### config.mk
export PLATFORM = sky130hd
export DESIGN_NAME = vending_machine_multi
export DESIGN_NICKNAME = d
export VERILOG_FILES = /design/src/rtl/vm_pkg.sv /design/src/rtl/vm_change_picker.sv /design/src/rtl/vending_machine_multi.sv
export SDC_FILE = /design/constraint.sdc
export NUM_CORES = 1
export LEC_CHECK = 0
export ABC_CLOCK_PERIOD_IN_PS = 4230
export BUFFER_PORTS_ARGS = -buffer_cell sky130_fd_sc_hd__buf_4
export CAP_MARGIN = 20
export CORE_UTILIZATION = 30
export CTS_CLUSTER_DIAMETER = 30
export DETAILED_ROUTE_END_ITERATION = 16
export PLACE_DENSITY_LB_ADDON = 0.1
export SLEW_MARGIN = 20
export SYNTH_ARGS = -nofsm -noshare
export SYNTH_HDL_FRONTEND = slang
export SYNTH_SLANG_ARGS = --single-unit
### constraint.sdc
create_clock -name clk -period 4.23 [get_ports clk]
set_input_delay 0 -clock clk [delete_from_list [all_inputs] [get_ports clk]]
set_output_delay 0 -clock clk [all_outputs]
set_load 0.02 [all_outputs]
### src/rtl/vm_pkg.sv
// Shared definitions for the multi-product vending machine: coin codes,
// coin values and the controller state encoding.
package vm_pkg;

  typedef enum logic [1:0] {
    ST_IDLE    = 2'd0,
    ST_COLLECT = 2'd1,
    ST_VEND    = 2'd2,
    ST_CHANGE  = 2'd3
  } state_t;

  localparam logic [2:0] COIN_NONE    = 3'd0;
  localparam logic [2:0] COIN_NICKEL  = 3'd1;
  localparam logic [2:0] COIN_DIME    = 3'd2;
  localparam logic [2:0] COIN_QUARTER = 3'd3;

  localparam int VAL_NICKEL  = 5;
  localparam int VAL_DIME    = 10;
  localparam int VAL_QUARTER = 25;

endpackage

### src/rtl/vm_change_picker.sv
// Combinational coin helper: picks the largest coin not exceeding the credit
// (for change return) and decodes an incoming coin code into its value.
module vm_change_picker
  import vm_pkg::*;
#(
  parameter int CREDIT_W = 8
) (
  input  logic [CREDIT_W-1:0] credit_i,
  input  logic [2:0]          code_i,
  output logic [2:0]          pick_code_o,
  output logic [CREDIT_W-1:0] pick_value_o,
  output logic                code_valid_o,
  output logic [CREDIT_W-1:0] code_value_o
);

  // Largest-first coin selection; no coin when credit is zero.
  always_comb begin
    pick_code_o  = COIN_NONE;
    pick_value_o = '0;
    if (credit_i >= CREDIT_W'(VAL_QUARTER)) begin
      pick_code_o  = COIN_QUARTER;
      pick_value_o = CREDIT_W'(VAL_QUARTER);
    end else if (credit_i >= CREDIT_W'(VAL_DIME)) begin
      pick_code_o  = COIN_DIME;
      pick_value_o = CREDIT_W'(VAL_DIME);
    end else if (credit_i >= CREDIT_W'(VAL_NICKEL)) begin
      pick_code_o  = COIN_NICKEL;
      pick_value_o = CREDIT_W'(VAL_NICKEL);
    end
  end

  // Value decode of the coin acceptor code; "none" and codes 4-7 are not valid coins.
  always_comb begin
    code_valid_o = 1'b1;
    code_value_o = '0;
    case (code_i)
      COIN_NICKEL:  code_value_o = CREDIT_W'(VAL_NICKEL);
      COIN_DIME:    code_value_o = CREDIT_W'(VAL_DIME);
      COIN_QUARTER: code_value_o = CREDIT_W'(VAL_QUARTER);
      default:      code_valid_o = 1'b0;
    endcase
  end

endmodule

### src/rtl/vending_machine_multi.sv
// Multi-product vending controller: collects coins into a credit register,
// vends priced items against per-item stock, and returns change one coin
// per cycle, largest first.
//
// state      | meaning
// ST_IDLE    | no credit held
// ST_COLLECT | credit > 0, accepting coins / purchase / cancel
// ST_VEND    | single cycle, vend pulse on the outputs
// ST_CHANGE  | returning remaining credit, one coin per cycle
module vending_machine_multi
  import vm_pkg::*;
#(
  parameter int                          N_ITEMS    = 4,
  parameter int                          SEL_W      = $clog2(N_ITEMS),
  parameter int                          CREDIT_W   = 8,
  parameter int                          MAX_CREDIT = 200,
  parameter logic [N_ITEMS*CREDIT_W-1:0] PRICES     = {8'd50, 8'd40, 8'd30, 8'd25},
  parameter int                          STOCK_W    = 4,
  parameter int                          STOCK_MAX  = 15
) (
  input  logic                clk,
  input  logic                rst,
  input  logic [2:0]          in,
  input  logic [SEL_W-1:0]    sel,
  input  logic                sel_valid,
  input  logic                cancel,
  input  logic                restock,
  output logic                out,
  output logic [SEL_W-1:0]    out_item,
  output logic [2:0]          change,
  output logic [CREDIT_W-1:0] credit,
  output logic                busy,
  output logic                coin_reject,
  output logic                sold_out,
  output logic                short_credit
);

  state_t                state_q, state_d;
  logic [CREDIT_W-1:0]   credit_q, credit_d;
  logic [STOCK_W-1:0]    stock_q [N_ITEMS];
  logic [STOCK_W-1:0]    stock_d [N_ITEMS];
  logic                  out_q, out_d;
  logic [SEL_W-1:0]      out_item_q, out_item_d;
  logic [2:0]            change_q, change_d;
  logic                  busy_q, busy_d;
  logic                  coin_reject_q, coin_reject_d;
  logic                  sold_out_q, sold_out_d;
  logic                  short_credit_q, short_credit_d;

  logic [2:0]            pick_code;
  logic [CREDIT_W-1:0]   pick_value;
  logic                  coin_valid;
  logic [CREDIT_W-1:0]   coin_value;

  logic                  idle_like;
  logic                  sel_in_range;
  logic [CREDIT_W-1:0]   price_sel;
  logic [STOCK_W-1:0]    stock_sel;
  logic                  cancel_req;
  logic                  sel_req;
  logic                  vend_ok;
  logic [CREDIT_W:0]     coin_sum;
  logic                  coin_ok;

  vm_change_picker #(.CREDIT_W(CREDIT_W)) u_picker (
    .credit_i     (credit_q),
    .code_i       (in),
    .pick_code_o  (pick_code),
    .pick_value_o (pick_value),
    .code_valid_o (coin_valid),
    .code_value_o (coin_value)
  );

  // Request qualification shared by next-state and datapath logic.
  // Cancel outranks a purchase, which outranks a coin.
  assign idle_like    = (state_q == ST_IDLE) || (state_q == ST_COLLECT);
  assign sel_in_range = int'(sel) < N_ITEMS;
  assign price_sel    = PRICES[int'(sel)*CREDIT_W +: CREDIT_W];
  assign stock_sel    = sel_in_range ? stock_q[sel] : '0;
  assign cancel_req   = idle_like && cancel;
  assign sel_req      = idle_like && !cancel && sel_valid && sel_in_range;
  assign vend_ok      = sel_req && (stock_sel != '0) && (credit_q >= price_sel);
  assign coin_sum     = {1'b0, credit_q} + {1'b0, coin_value};
  assign coin_ok      = idle_like && !cancel && !sel_valid && coin_valid &&
                        (coin_sum <= (CREDIT_W+1)'(MAX_CREDIT));

  // State and registered outputs; reset is synchronous and active-low.
  always_ff @(posedge clk) begin
    if (!rst) begin
      state_q        <= ST_IDLE;
      credit_q       <= '0;
      out_q          <= 1'b0;
      out_item_q     <= '0;
      change_q       <= COIN_NONE;
      busy_q         <= 1'b0;
      coin_reject_q  <= 1'b0;
      sold_out_q     <= 1'b0;
      short_credit_q <= 1'b0;
      for (int i = 0; i < N_ITEMS; i++) stock_q[i] <= STOCK_W'(STOCK_MAX);
    end else begin
      state_q        <= state_d;
      credit_q       <= credit_d;
      out_q          <= out_d;
      out_item_q     <= out_item_d;
      change_q       <= change_d;
      busy_q         <= busy_d;
      coin_reject_q  <= coin_reject_d;
      sold_out_q     <= sold_out_d;
      short_credit_q <= short_credit_d;
      stock_q        <= stock_d;
    end
  end

  // Next-state selection.
  always_comb begin
    state_d = state_q;
    unique case (state_q)
      ST_IDLE, ST_COLLECT: begin
        if (cancel_req) begin
          if (state_q == ST_COLLECT) state_d = ST_CHANGE;
        end else if (vend_ok) begin
          state_d = ST_VEND;
        end else if (coin_ok) begin
          state_d = ST_COLLECT;
        end
      end
      ST_VEND:   state_d = (credit_q != '0) ? ST_CHANGE : ST_IDLE;
      ST_CHANGE: if (credit_q == '0) state_d = ST_IDLE;
      default:   state_d = ST_IDLE;
    endcase
  end

  // Datapath and next output values, registered alongside the state.
  always_comb begin
    credit_d       = credit_q;
    stock_d        = stock_q;
    out_d          = 1'b0;
    out_item_d     = out_item_q;
    change_d       = COIN_NONE;
    coin_reject_d  = (in != COIN_NONE) && !coin_ok;
    sold_out_d     = sel_req && (stock_sel == '0);
    short_credit_d = sel_req && (stock_sel != '0) && (credit_q < price_sel);
    busy_d         = (state_d == ST_VEND) || (state_d == ST_CHANGE);

    // Every entry into or stay in CHANGE carries a nonzero credit, so a coin
    // is always emitted on that edge and the register shows the remainder.
    if (state_d == ST_CHANGE) begin
      change_d = pick_code;
      credit_d = credit_q - pick_value;
    end else if (vend_ok) begin
      out_d          = 1'b1;
      out_item_d     = sel;
      credit_d       = credit_q - price_sel;
      stock_d[sel]   = stock_q[sel] - STOCK_W'(1);
    end else if (coin_ok) begin
      credit_d = coin_sum[CREDIT_W-1:0];
    end

    if (restock) begin
      for (int i = 0; i < N_ITEMS; i++) stock_d[i] = STOCK_W'(STOCK_MAX);
    end
  end

  assign out          = out_q;
  assign out_item     = out_item_q;
  assign change       = change_q;
  assign credit       = credit_q;
  assign busy         = busy_q;
  assign coin_reject  = coin_reject_q;
  assign sold_out     = sold_out_q;
  assign short_credit = short_credit_q;

endmodule

# After elaboration in Yosys (flattened, before gate mapping)

Cells that the tools add are included.
Widths: inputs -> output; s select.

Flip-flop bits (word level): 36
Bits of input ports: 10
Output and inout port bits: 18
Word-level logic and storage cells: 94

$add $sub $neg: 4
Magnitude comparators: 8
Equal/unequal tests: 8
Shift operators: 1
Muxes and demuxes: 25
Bitwise gates (word level): 3
Reductions and logical operators: 31

Operator list:

| cell                    | number |
|---|---|
| $mux 8                  | 5 |
| $shiftx 32x6->8 const A | 1 |
| $bwmux 16               | 1 |
| $mux 2                  | 8 |
| $sub 8x8->8             | 2 |
| $pmux 5 s3              | 1 |
| $logic_and 1x1->1       | 12 |
| $mux 4                  | 3 |
| $add 8x8->9             | 1 |
| $le 9x8->1 const B      | 1 |
| $bmux 4 s2              | 1 |
| $demux 4 s2             | 1 |
| $eq 2x2->1 const B      | 4 |
| $ge 8x3->1 const B      | 1 |
| $ge 8x4->1 const B      | 1 |
| $ge 8x5->1 const B      | 1 |
| $ge 8x8->1              | 1 |
| $logic_not 8->1         | 1 |
| $lt 8x8->1              | 1 |
| $reduce_bool 8->1       | 1 |
| $eq 3x2->1 const B      | 2 |
| $pmux 2 s3              | 1 |
| $reduce_bool 3->1       | 2 |
| $reduce_or 2->1         | 3 |
| 17 further kinds        | 24 |

# Depth between registers and ports, before layout

Gate-level depths: netlist of run 1.

Depth in word-level cells: 13
Gate-level depth with buffers: 14
Mapped depth without buffers: 13

# Hierarchy

A second synthesis of run 1 with hierarchy kept.

Cell total of the unflattened synthesis: 326
Area, all modules: 2,810.2 um2

By module, submodules not included:

| module                | times used | cells each | area an instance (um2) | sequential area each (um2) |
|---|---|---|---|---|
| vending_machine_multi | 1          | 290        | 2,585.0                | 720.7 |
| vm_change_picker      | 1          | 36         | 225.2                  | 0.0 |

# Worst setup path after synthesis of run 1

Ideal clock, no wire load.

Path kind: register to register
From: reg credit_q[7], in the netlist credit[7]
To: reg credit_q[7], in the netlist credit[7]
Library setup time: 0.086 ns
Arrival time: 2.954 ns
Data required time: 4.144 ns
Slack: 1.190 ns
Stages on the path, launching flop included: 13
Path buffers: 1
Clock period less this slack: 3.040 ns
Cell sequence: dfxtp_1 -> buf_4 -> nor4_1 -> and2_1 -> nand2b_1 -> ha_1 -> nor2b_1 -> o21ai_0 -> a21oi_1 -> o21a_1 -> or3_1 -> a311o_1 -> a221oi_2

Longest elaborated chain between the ends: 9
Elaborated cells on any way between the ends: 26
Classes of those cells: add/sub: 3; order compare: 5; eq/ne: 1; mux: 12; reduce/logical: 5

Ends and longest elaborated chain:

| what                                                         | RTL line                     | source |
|---|---|---|
| start: declaration                                           | vending_machine_multi.sv:39  | `logic [CREDIT_W-1:0] credit_q, credit_d;` |
| start signal: assignment                                     | vending_machine_multi.sv:102 | `credit_q <= credit_d;` |
| $add 8x8->9                                                  | vending_machine_multi.sv:83  | `assign coin_sum = {1'b0, credit_q} + {1'b0, coin_value};` |
| $le 9x8->1                                                   | vending_machine_multi.sv:85  | `(coin_sum <= (CREDIT_W+1)'(MAX_CREDIT));` |
| $logic_and 1x1->1                                            | vending_machine_multi.sv:84  | `assign coin_ok = idle_like && !cancel && !sel_valid && coin_valid &&` |
| $mux 2                                                       | vending_machine_multi.sv:123 | `end else if (coin_ok) begin` |
| $mux 2                                                       | vending_machine_multi.sv:121 | `end else if (vend_ok) begin` |
| $mux 2                                                       | vending_machine_multi.sv:119 | `if (cancel_req) begin` |
| $pmux 2 s3                                                   | vending_machine_multi.sv:117 | `unique case (state_q)` |
| $eq 2x2->1                                                   | vending_machine_multi.sv:147 | `if (state_d == ST_CHANGE) begin` |
| $reduce_bool 3->1 (no source line) or $mux 8 (tied branches) | --                           |  |

Parallel ways exist; a longest one is shown, timed or not. The select of a mux whose other input is x is not followed.
A chain may end at the register's enable or synchronous reset.

# Worst setup path after layout of run 1

From: in in[2]
To: reg coin_reject_q, in the netlist coin_reject

Longest elaborated chain between the ends: 7
Elaborated cells on any way between the ends: 13
Classes of those cells: add/sub: 1; order compare: 1; eq/ne: 3; mux: 2; reduce/logical: 6

Ends and longest elaborated chain:

| what                                            | RTL line                                                 | source |
|---|---|---|
| start: declaration                              | vending_machine_multi.sv:23                              | `input logic [2:0] in,` |
| $eq 3x2->1 or $eq 3x1->1 (tied branches)        | vm_change_picker.sv:36                                   | `case (code_i)` |
| $pmux 5 s3 or $reduce_or 3->1 (tied branches)   | --                                                       |  |
| $add 8x8->9 or $mux 1 (tied branches)           | vending_machine_multi.sv:83, vm_change_picker.sv:36      |  |
| $le 9x8->1 or $logic_and 1x1->1 (tied branches) | vending_machine_multi.sv:85, vending_machine_multi.sv:84 |  |
| $logic_and 1x1->1                               | vending_machine_multi.sv:84                              |  |
| $logic_not 1->1                                 | vending_machine_multi.sv:140                             | `coin_reject_d = (in != COIN_NONE) && !coin_ok;` |
| $logic_and 1x1->1 (*)                           | vending_machine_multi.sv:140                             |  |
| end signal: assignment                          | vending_machine_multi.sv:107                             | `coin_reject_q <= coin_reject_d;` |
| end: declaration                                | vending_machine_multi.sv:46                              | `logic coin_reject_q, coin_reject_d;` |

Every way passes the cells marked *; elsewhere a longest branch is shown, timed or not.

==> load_flow_metrics.sql, run 1 <==
INSERT INTO impl_metrics (metric_group, metric, value, unit) VALUES
('critical_path', 'worst_setup_path_endpoint', 'coin_reject', ''),
('sta', 'pins_over_slew_limit', '0', ''),
('placed_design', 'detailed_place.area', '2831', 'sq um'),
('global_route', 'globalRouteOverflowTotal', '0', ''),
('critical_path', 'path_class', 'input pin to flop', ''),
('logic_synthesis', 'post_synth_and_or_nand_nor_area_fraction', '0.2155', ''),
('logic_synthesis', 'number_of_flops_mapped_to_enable_cells_by_yosys', '0', ''),
('drt', 'detail-route-antenna-nets', '0', ''),
('cts', 'path_clk_slew', '0.09', 'ns'),
('pwr', 'power.sequential.fraction', '0.273', ''),
('global_route', 'grt_pass1_vias', '2351', ''),
('logic_synthesis', 'warnings_synthesis', '0', ''),
('outcome', 'failing_checks', 'hold timing', ''),
('pwr', 'report.power.total', '1752', 'uW'),
('pwr', 'power.switching_fraction', '0.4688', ''),
('logic_synthesis', 'ys_async_sr_fraction', '0', ''),
('logic_synthesis', 'postSynthRegisterBits', '35', ''),
('floorplanning', 'design.die.area', '8949', 'sq um'),
('sta', 'report.final.setup_viol', '0', ''),
('sta', 'max_freq', '281.9', 'MHz'),
('logic_synthesis', 'postSynthCellCount', '307', ''),
('finish', 'nNetsFinal', '361', ''),
('floorplanning', 'row_count', '33', ''),
('cts', 'cts_setup_buffers', '0', ''),
('sta', 'final-hold-violation-count', '4', ''),
('placed_design', 'gpl.final_weighted_congestion', '0.8407', ''),
('drt', 'vias', '2352', ''),
('pwr', 'power_switching', '821.2', 'uW'),
('pwr', 'intPower', '930.6', 'uW'),
('critical_path', 'reg2reg_from', 'credit[1]', ''),
('sta', 'max_slew.worst_pin.slew', '0.6429', 'ns'),
('placed_design', 'buffer_ports.inserted', '26', ''),
('finish', 'layout.cell_area.non_filler', '2957', 'sq um'),
('critical_path', 'crit_required', '4.48', 'ns'),
('critical_path', 'cell_count_along_the_critical_path', '12', ''),
('logic_synthesis', 'syn_nets', '337', ''),
('sta', 'setup-tns-final', '0', 'ns'),
('logic_synthesis', 'syn_avg_cell_area', '8.379', 'sq um'),
('cts', 'clock_latency_of_the_later_clocked_register_in_the_worst_skew_pair', '0.30', 'ns'),
('critical_path', 'critPathSlowestCell', 'sky130_fd_sc_hd__dlygate4sd3_1', ''),
('critical_path', 'end_kind', 'flop', ''),
('drt', 'detail_route.drc_violations', '0', ''),
('floorplanning', 'core-area', '8258', 'sq um'),
('pwr', 'ir_drop', '0.1832', 'mV'),
('global_route', 'grt_pass1_wl', '12210', 'um'),
('pwr', 'pd_cells', '592.5', 'nW/um^2'),
('finish', 'total_inserted_antenna_cells', '0', ''),
('critical_path', 'critPathLaunchType', 'input pin', ''),
('drt', 'postRouteWirelength', '7196', 'um'),
('critical_path', 'cp-startpoint', 'in[2]', ''),
('outcome', 'run_status', 'complete, but fails checks', ''),
('critical_path', 'timing.critical_path.cells', 'dlygate4sd3_1 > buf_4 > nor2b_1 > nor2b_1 > ha_1 > a211oi_1 > or4_1 > o211ai_1 > a21o_1 > o21ai_2 > o311a_1 > dlygate4sd3_1', ''),
('critical_path', 'regToRegEndpoint', 'coin_reject', ''),
('sta', 'timing.slew.headroom', '0.5713', ''),
('cts', 'post_cts.resized_instances', '0', ''),
('pwr', 'pwr-share-clk', '0.153', ''),
('placed_design', 'dp.final_hpwl', '5323', 'um'),
('cts', 'ctsHoldBuffers', '3', ''),
('global_route', 'antenna_violations_before_repair', '0', ''),
('drt', 'routedWlPerCell', '16.47', 'um'),
('critical_path', 'critPathMaxFanout', '11', ''),
('floorplanning', 'die_width', '94.60', 'um'),
('logic_synthesis', 'synthDistinctLibCells', '61', ''),
('sta', 'setup_repair_after_global_routing_missed_its_margin', 'no', ''),
('pwr', 'power.combinational.fraction', '0.574', ''),
('cts', 'cts.root.buffer_cell', 'sky130_fd_sc_hd__clkbuf_8', ''),
('sta', 'fin_skew', '0.005142', 'ns'),
('cts', 'tritoncts_num_sinks', '35', ''),
('sta', 'hold_slack', '-0.004999', 'ns'),
('logic_synthesis', 'synth_top_family_by_area', 'compound AO/OA/AOI/OAI gates', ''),
('sta', 'post-route-min-period', '3.547', 'ns');
-- worst min path at each step --
| stage | depth (start not counted) | end | slack [ns] | startpoint |
|---|---|---|---|---|
| floorplan | 1 | coin_reject | 0.14 | in[2] |
| global placement | 2 | coin_reject | 0.27 | in[2] |
| detailed placement | 2 | coin_reject | 0.28 | in[2] |
| CTS | 3 | out_item[1] | 0.01 | sel[1] |
| global route | 3 | stock_q[4] | 0.02 | restock |
| finish | 3 | stock_q[11] | -0.005 | restock |
-- power groups by stage --
stage	Clock [uW]	Combinational [uW]	Sequential (uW)
after floorplan	0	743	474
after global placement	0	1010	484
after detailed placement	0	993	487
after CTS	279	1010	480
after global routing	292	1140	494
final	267	1010	479
-- worst register-to-register path: cells and delay by family, from the launching register on --
| kind | cells | cell delay [ns] |
|---|---|---|
| AOI/OAI and AO/OA | 5 | 1.62 |
| adders and majority gates | 1 | 0.33 |
| buffers and inverters | 1 | 0.54 |
| DFF | 1 | 0.63 |
| and+or+nand+nor | 1 | 0.20 |
-- area by class of cell --
type | instances | area (sq um)
clock buffers | 5 | 68.82
clock inverters | 3 | 23.77
fillers | 895 | 5301
inverters | 14 | 52.55
multi-input cells | 244 | 1739
flip-flops and latches | 35 | 700.7
well taps | 105 | 131.4
repair buffers | 31 | 240.2
-- registers in the layout, summed over array words and instances, names as in the netlist --
name / flops
busy: 1
short_credit: 1
sold_out: 1
stock_q: 16
coin_reject: 1
change: 2
out_item: 2
state_q: 2
out: 1
credit: 8
-- metrics by stage --
stage | hold slack (ns) | utilization | cells | worst slack [ns]
after floorplan | 0.1450 | - | 307 | 1.190
after global routing | 0.02378 | 0.3580 | 437 | 0.5449
after global placement | 0.2667 | 0.3429 | 426 | 1.000
final | -0.004999 | 0.3580 | 437 | 0.6832
after CTS | 0.01170 | 0.3577 | 437 | 0.7139
after detailed placement | 0.2779 | 0.3429 | 426 | 0.9330
-- logic make-up after synthesis --
logic type	count (synthesis)
simple gates	114
compound gates	88
mux	9
xor+xnor	12
other cells	1
flops	35
buf+inv	28
fa+ha+maj	20
-- routing by layer --
metal | track usage | wire length (um)
met4 | 0.06439 | 161
met2 | 0.2782 | 3270
met1 | 0.2505 | 3437
met3 | 0.02576 | 326
met5 | 0 | 0
-- synthesized netlist by cell type (7+ instances only) --
cell type / instances / area [sq um]
sky130_fd_sc_hd__nor2_1: 23 / 86.33
sky130_fd_sc_hd__nor3_1: 7 / 35.03
sky130_fd_sc_hd__nor2b_1: 9 / 56.30
sky130_fd_sc_hd__dfxtp_1: 35 / 700.7
sky130_fd_sc_hd__inv_1: 14 / 52.55
sky130_fd_sc_hd__nand2_1: 39 / 146.4
sky130_fd_sc_hd__nand3_1: 8 / 40.04
sky130_fd_sc_hd__o21a_1: 7 / 52.55
sky130_fd_sc_hd__o21ai_0: 17 / 85.08
sky130_fd_sc_hd__a21oi_1: 14 / 70.07
sky130_fd_sc_hd__xor2_1: 7 / 61.31
sky130_fd_sc_hd__o211ai_1: 9 / 67.56
sky130_fd_sc_hd__ha_1: 17 / 212.7
-- layout by cell type (no fill, tap or decap), drive strengths merged, types with 8 or more instances in the layout --
cell type / Yosys / final
a21oi: 18 / 18
buf: 10 / 28
dfxtp: 35 / 35
ha: 17 / 17
inv: 14 / 15
nand2: 39 / 39
nand3: 8 / 8
nor2: 24 / 24
nor2b: 9 / 9
o211ai: 9 / 9
o21ai: 18 / 18
No activity file was read; power rests on OpenSTA's default activity.
==> inputs of run 2 (changes only) <==
Settings changed: ABC_CLOCK_PERIOD_IN_PS 4230 to 2890.
Clock period 4.23 ns to 2.89 ns, I/O delays scaled along.
==> run 2 against run 1 <==
Compared with the run above:
- non-clock buffer count grew 41
- sequential share of layout area shrank 2.8 points
- clock power grew 40%
- count of clock-buffer cells in the layout is the same
- routed wire length grew 7.9%
- core utilization grew 5.3 points
- final cell count grew 9.4%
- global-route usage grew 0.53 points
- flip-flop and latch count is the same
- highest routed layer unchanged
- the run still ends with hold timing left
- largest power group unchanged
- hold slack gained 0.00061 ns
- sequential power grew 31%
- critical path depth shrank 1
==> load_flow_metrics.sql, run 2 (synthesis gave the netlist of run 1 again) <==
INSERT INTO impl_metrics (metric_group, metric, value, unit) VALUES
('critical_path', 'end_kind', 'flop', ''),
('global_route', 'global_route.usage.total', '0.1844', ''),
('finish', 'flip_flop_count_of_the_largest_register_after_layout', '16', ''),
('sta', 'setup-tns-final', '0', 'ns'),
('floorplanning', 'floorplan.initialDensity', '0.3115', ''),
('sta', 'pins_over_slew_limit', '0', ''),
('finish', 'largest-register', 'stock_q', ''),
('floorplanning', 'die_width', '94.60', 'um'),
('sta', 'fin_skew', '0.002857', 'ns'),
('finish', 'layout.cell_area.non_filler', '3391', 'sq um'),
('critical_path', 'cp_common_cell', 'sky130_fd_sc_hd__or3_1', ''),
('run', 'max-cap-violations', '0', ''),
('cts', 'cts-root-to-sink-buffers', '2', ''),
('pwr', 'reported_leakage_power', '0.001422', 'uW'),
('placed_design', 'buffer_ports.inserted', '26', ''),
('sta', 'report.final.setup_viol', '0', ''),
('drt', 'detail_route.drc_violations', '0', ''),
('drt', 'vias', '2521', ''),
('finish', 'total_inserted_antenna_cells', '0', ''),
('finish', 'nNetsFinal', '402', ''),
('finish', 'nFillCells', '890', ''),
('outcome', 'run_status', 'complete, but fails checks', ''),
('placed_design', 'detailed_place.area', '3144', 'sq um'),
('floorplanning', 'floorplan.die.height', '94.60', 'um'),
('critical_path', 'worst_path_largest_cell_delay', '0.39', 'ns'),
('critical_path', 'critPathLaunchType', 'flop', ''),
('finish', 'layout_cells_sized_above_1', '0.3056', ''),
('cts', 'cts-buffers-inserted', '5', ''),
('critical_path', 'critPathSlowestCell', 'sky130_fd_sc_hd__or3_1', ''),
('finish', 'utilization', '0.4106', ''),
('cts', 'clock_latency_of_the_later_clocked_register_in_the_worst_skew_pair', '0.29', 'ns'),
('pwr', 'ir_drop', '0.2844', 'mV'),
('cts', 'cts.root.buffer_cell', 'sky130_fd_sc_hd__clkbuf_8', ''),
('global_route', 'grt_pass1_vias', '2416', ''),
('sta', 'timing.final.crit_share', '0.9772', ''),
('pwr', 'pd_cells', '892.4', 'nW/um^2'),
('finish', 'multi_input_comb_area', '1812', 'sq um'),
('finish', 'mostFrequentLayoutCell', 'sky130_fd_sc_hd__buf_4', ''),
('floorplanning', 'pin_count', '28', ''),
('critical_path', 'crit_required', '3.10', 'ns'),
('placed_design', 'placed_cells_incl_taps', '460', ''),
('finish', 'area.sequential', '708.2', 'sq um'),
('global_route', 'grt_pass1_wl', '12570', 'um'),
('cts', 'h_tree_depth_reported_by_cts', '2', ''),
('sta', 'timing.slew.headroom', '0.6212', ''),
('cts', 'tritoncts_num_sinks', '35', ''),
('global_route', 'globalRouteOverflowTotal', '0', ''),
('sta', 'setup_repair_after_global_routing_missed_its_margin', 'yes', ''),
('critical_path', 'critPathMaxFanout', '4', ''),
('finish', 'stdcell_count', '478', ''),
('min_path', 'hold_path.class', 'input pin to flop', ''),
('finish', 'area.growth.synth_to_final', '31.81', '%'),
('floorplanning', 'design.die.area', '8949', 'sq um'),
('critical_path', 'critPathArrivalTime', '3.04', 'ns'),
('finish', 'layout_common_cells', '65 x sky130_fd_sc_hd__buf_4, 39 x sky130_fd_sc_hd__nand2_1, 31 x sky130_fd_sc_hd__dfxtp_1', ''),
('floorplanning', 'row_count', '33', ''),
('sta', 'post-route-min-period', '2.824', 'ns'),
('critical_path', 'timing.critical_path.cells', 'or3_1 > a31oi_2 > nand2b_1 > ha_1 > nor2b_1 > o21ai_1 > a21oi_1 > o21a_1 > or3_1 > a311o_1 > a221oi_2', ''),
('drt', 'routedWlPerCell', '16.24', 'um'),
('placed_design', 'dp.final_hpwl', '5927', 'um'),
('floorplanning', 'core-area', '8258', 'sq um'),
('drt', 'dr.first_iter.drc_count', '101', ''),
('drt', 'drt-vias-per-instance', '5.274', ''),
('drt', 'drt_first_pass_iters', '4', ''),
('sta', 'final-hold-violation-count', '1', ''),
('critical_path', 'path_class', 'flop to flop', ''),
('sta', 'hold_slack', '-0.004386', 'ns'),
('outcome', 'failing_checks', 'hold timing', ''),
('drt', 'postRouteWirelength', '7763', 'um'),
('drt', 'detail-route-antenna-nets', '0', ''),
('sta', 'max_slew.worst_pin.slew', '0.5656', 'ns'),
('sta', 'max_freq', '354.1', 'MHz'),
('placed_design', 'gpl.final_weighted_congestion', '0.8709', ''),
('cts', 'path_clk_slew', '0.08', 'ns'),
('global_route', 'antenna_violations_before_repair', '0', ''),
('cts', 'clock_tree_from_tritoncts', 'yes', ''),
('global_route', 'grt_max_degree', '18', '');
run 2: changes by cell type in the layout (fill, tap and decap cells not counted), moves of 3 or more:
cell,delta
sky130_fd_sc_hd__dfxtp_2,+3
sky130_fd_sc_hd__buf_4,+37
sky130_fd_sc_hd__buf_12,+4
sky130_fd_sc_hd__dfxtp_1,-4
sky130_fd_sc_hd__ha_1,-3
sky130_fd_sc_hd__ha_2,+3
run 2: timing repair:
| item | 4_1_cts | 5_1_grt |
|---|---|---|
| setup endpoints to repair | 1 | 11 |
| gates resized for setup | 1 | 18 |
| buffers inserted | 0 | 7 |
| hold buffers | 3 | 0 |
| endpoints found under the hold margin | 2 | 0 |
| pin swaps | 1 | 10 |
run 2: worst paths after layout:
| path | start | endpoint | slack, ns | depth (start not counted) |
|---|---|---|---|---|
| hold reg to reg | out_item[0] | out_item[0] | 0.46 | 2 |
| setup / recovery | credit[0] | credit[7] | 0.07 | 11 |
| setup reg to reg | credit[0] | credit[7] | 0.07 | 11 |
| hold / removal | in[1] | coin_reject | -0.004 | 2 |
run 2: final cells by class:
class	count	area share
Multi-Input combinational cell	244	0.5343
Sequential cell	35	0.2089
Timing Repair Buffer	72	0.1764
Tap cell	105	0.03875
Clock buffer	5	0.02030
Inverter	14	0.01550
Clock inverter	3	0.005904
run 2: per-stage QoR:
step | setup slack [ns] | hold slack [ns] | total power (uW)
after floorplan | 0.0004372 | 0.1450 | 1824
after global placement | 0.01433 | 0.2724 | 2522
after detailed placement | -0.02777 | 0.2930 | 2503
after CTS | 0.004037 | 0.001601 | 2913
after global routing | -0.04345 | 0.009957 | 3259
final | 0.06577 | -0.004386 | 3026
run 2: power by group:
group | switching (uW) | internal, uW | leakage [uW] | total, uW
logic | 1050 | 977 | 0.00110 | 2020
clock network | 206 | 168 | 0.0000402 | 375
registers | 74.2 | 554 | 0.000287 | 628
run 2: metal layers:
layer,vias up,part of all wire,track usage
li1,1255,-,-
met1,1210,0.47,0.2506
met2,51,0.48,0.3106
met3,5,0.037,0.02415
met4,0,0.0070,0.03788
met5,-,0,0
run 2: critical path, delay by kind of cell (launching register included):
kind / cells / cell delay [ns]
AO/OA/AOI/OAI: 6 / 1.19
AND/OR/NAND/NOR: 4 / 0.94
flip-flops: 1 / 0.34
adder cells (fa/ha/maj): 1 / 0.27
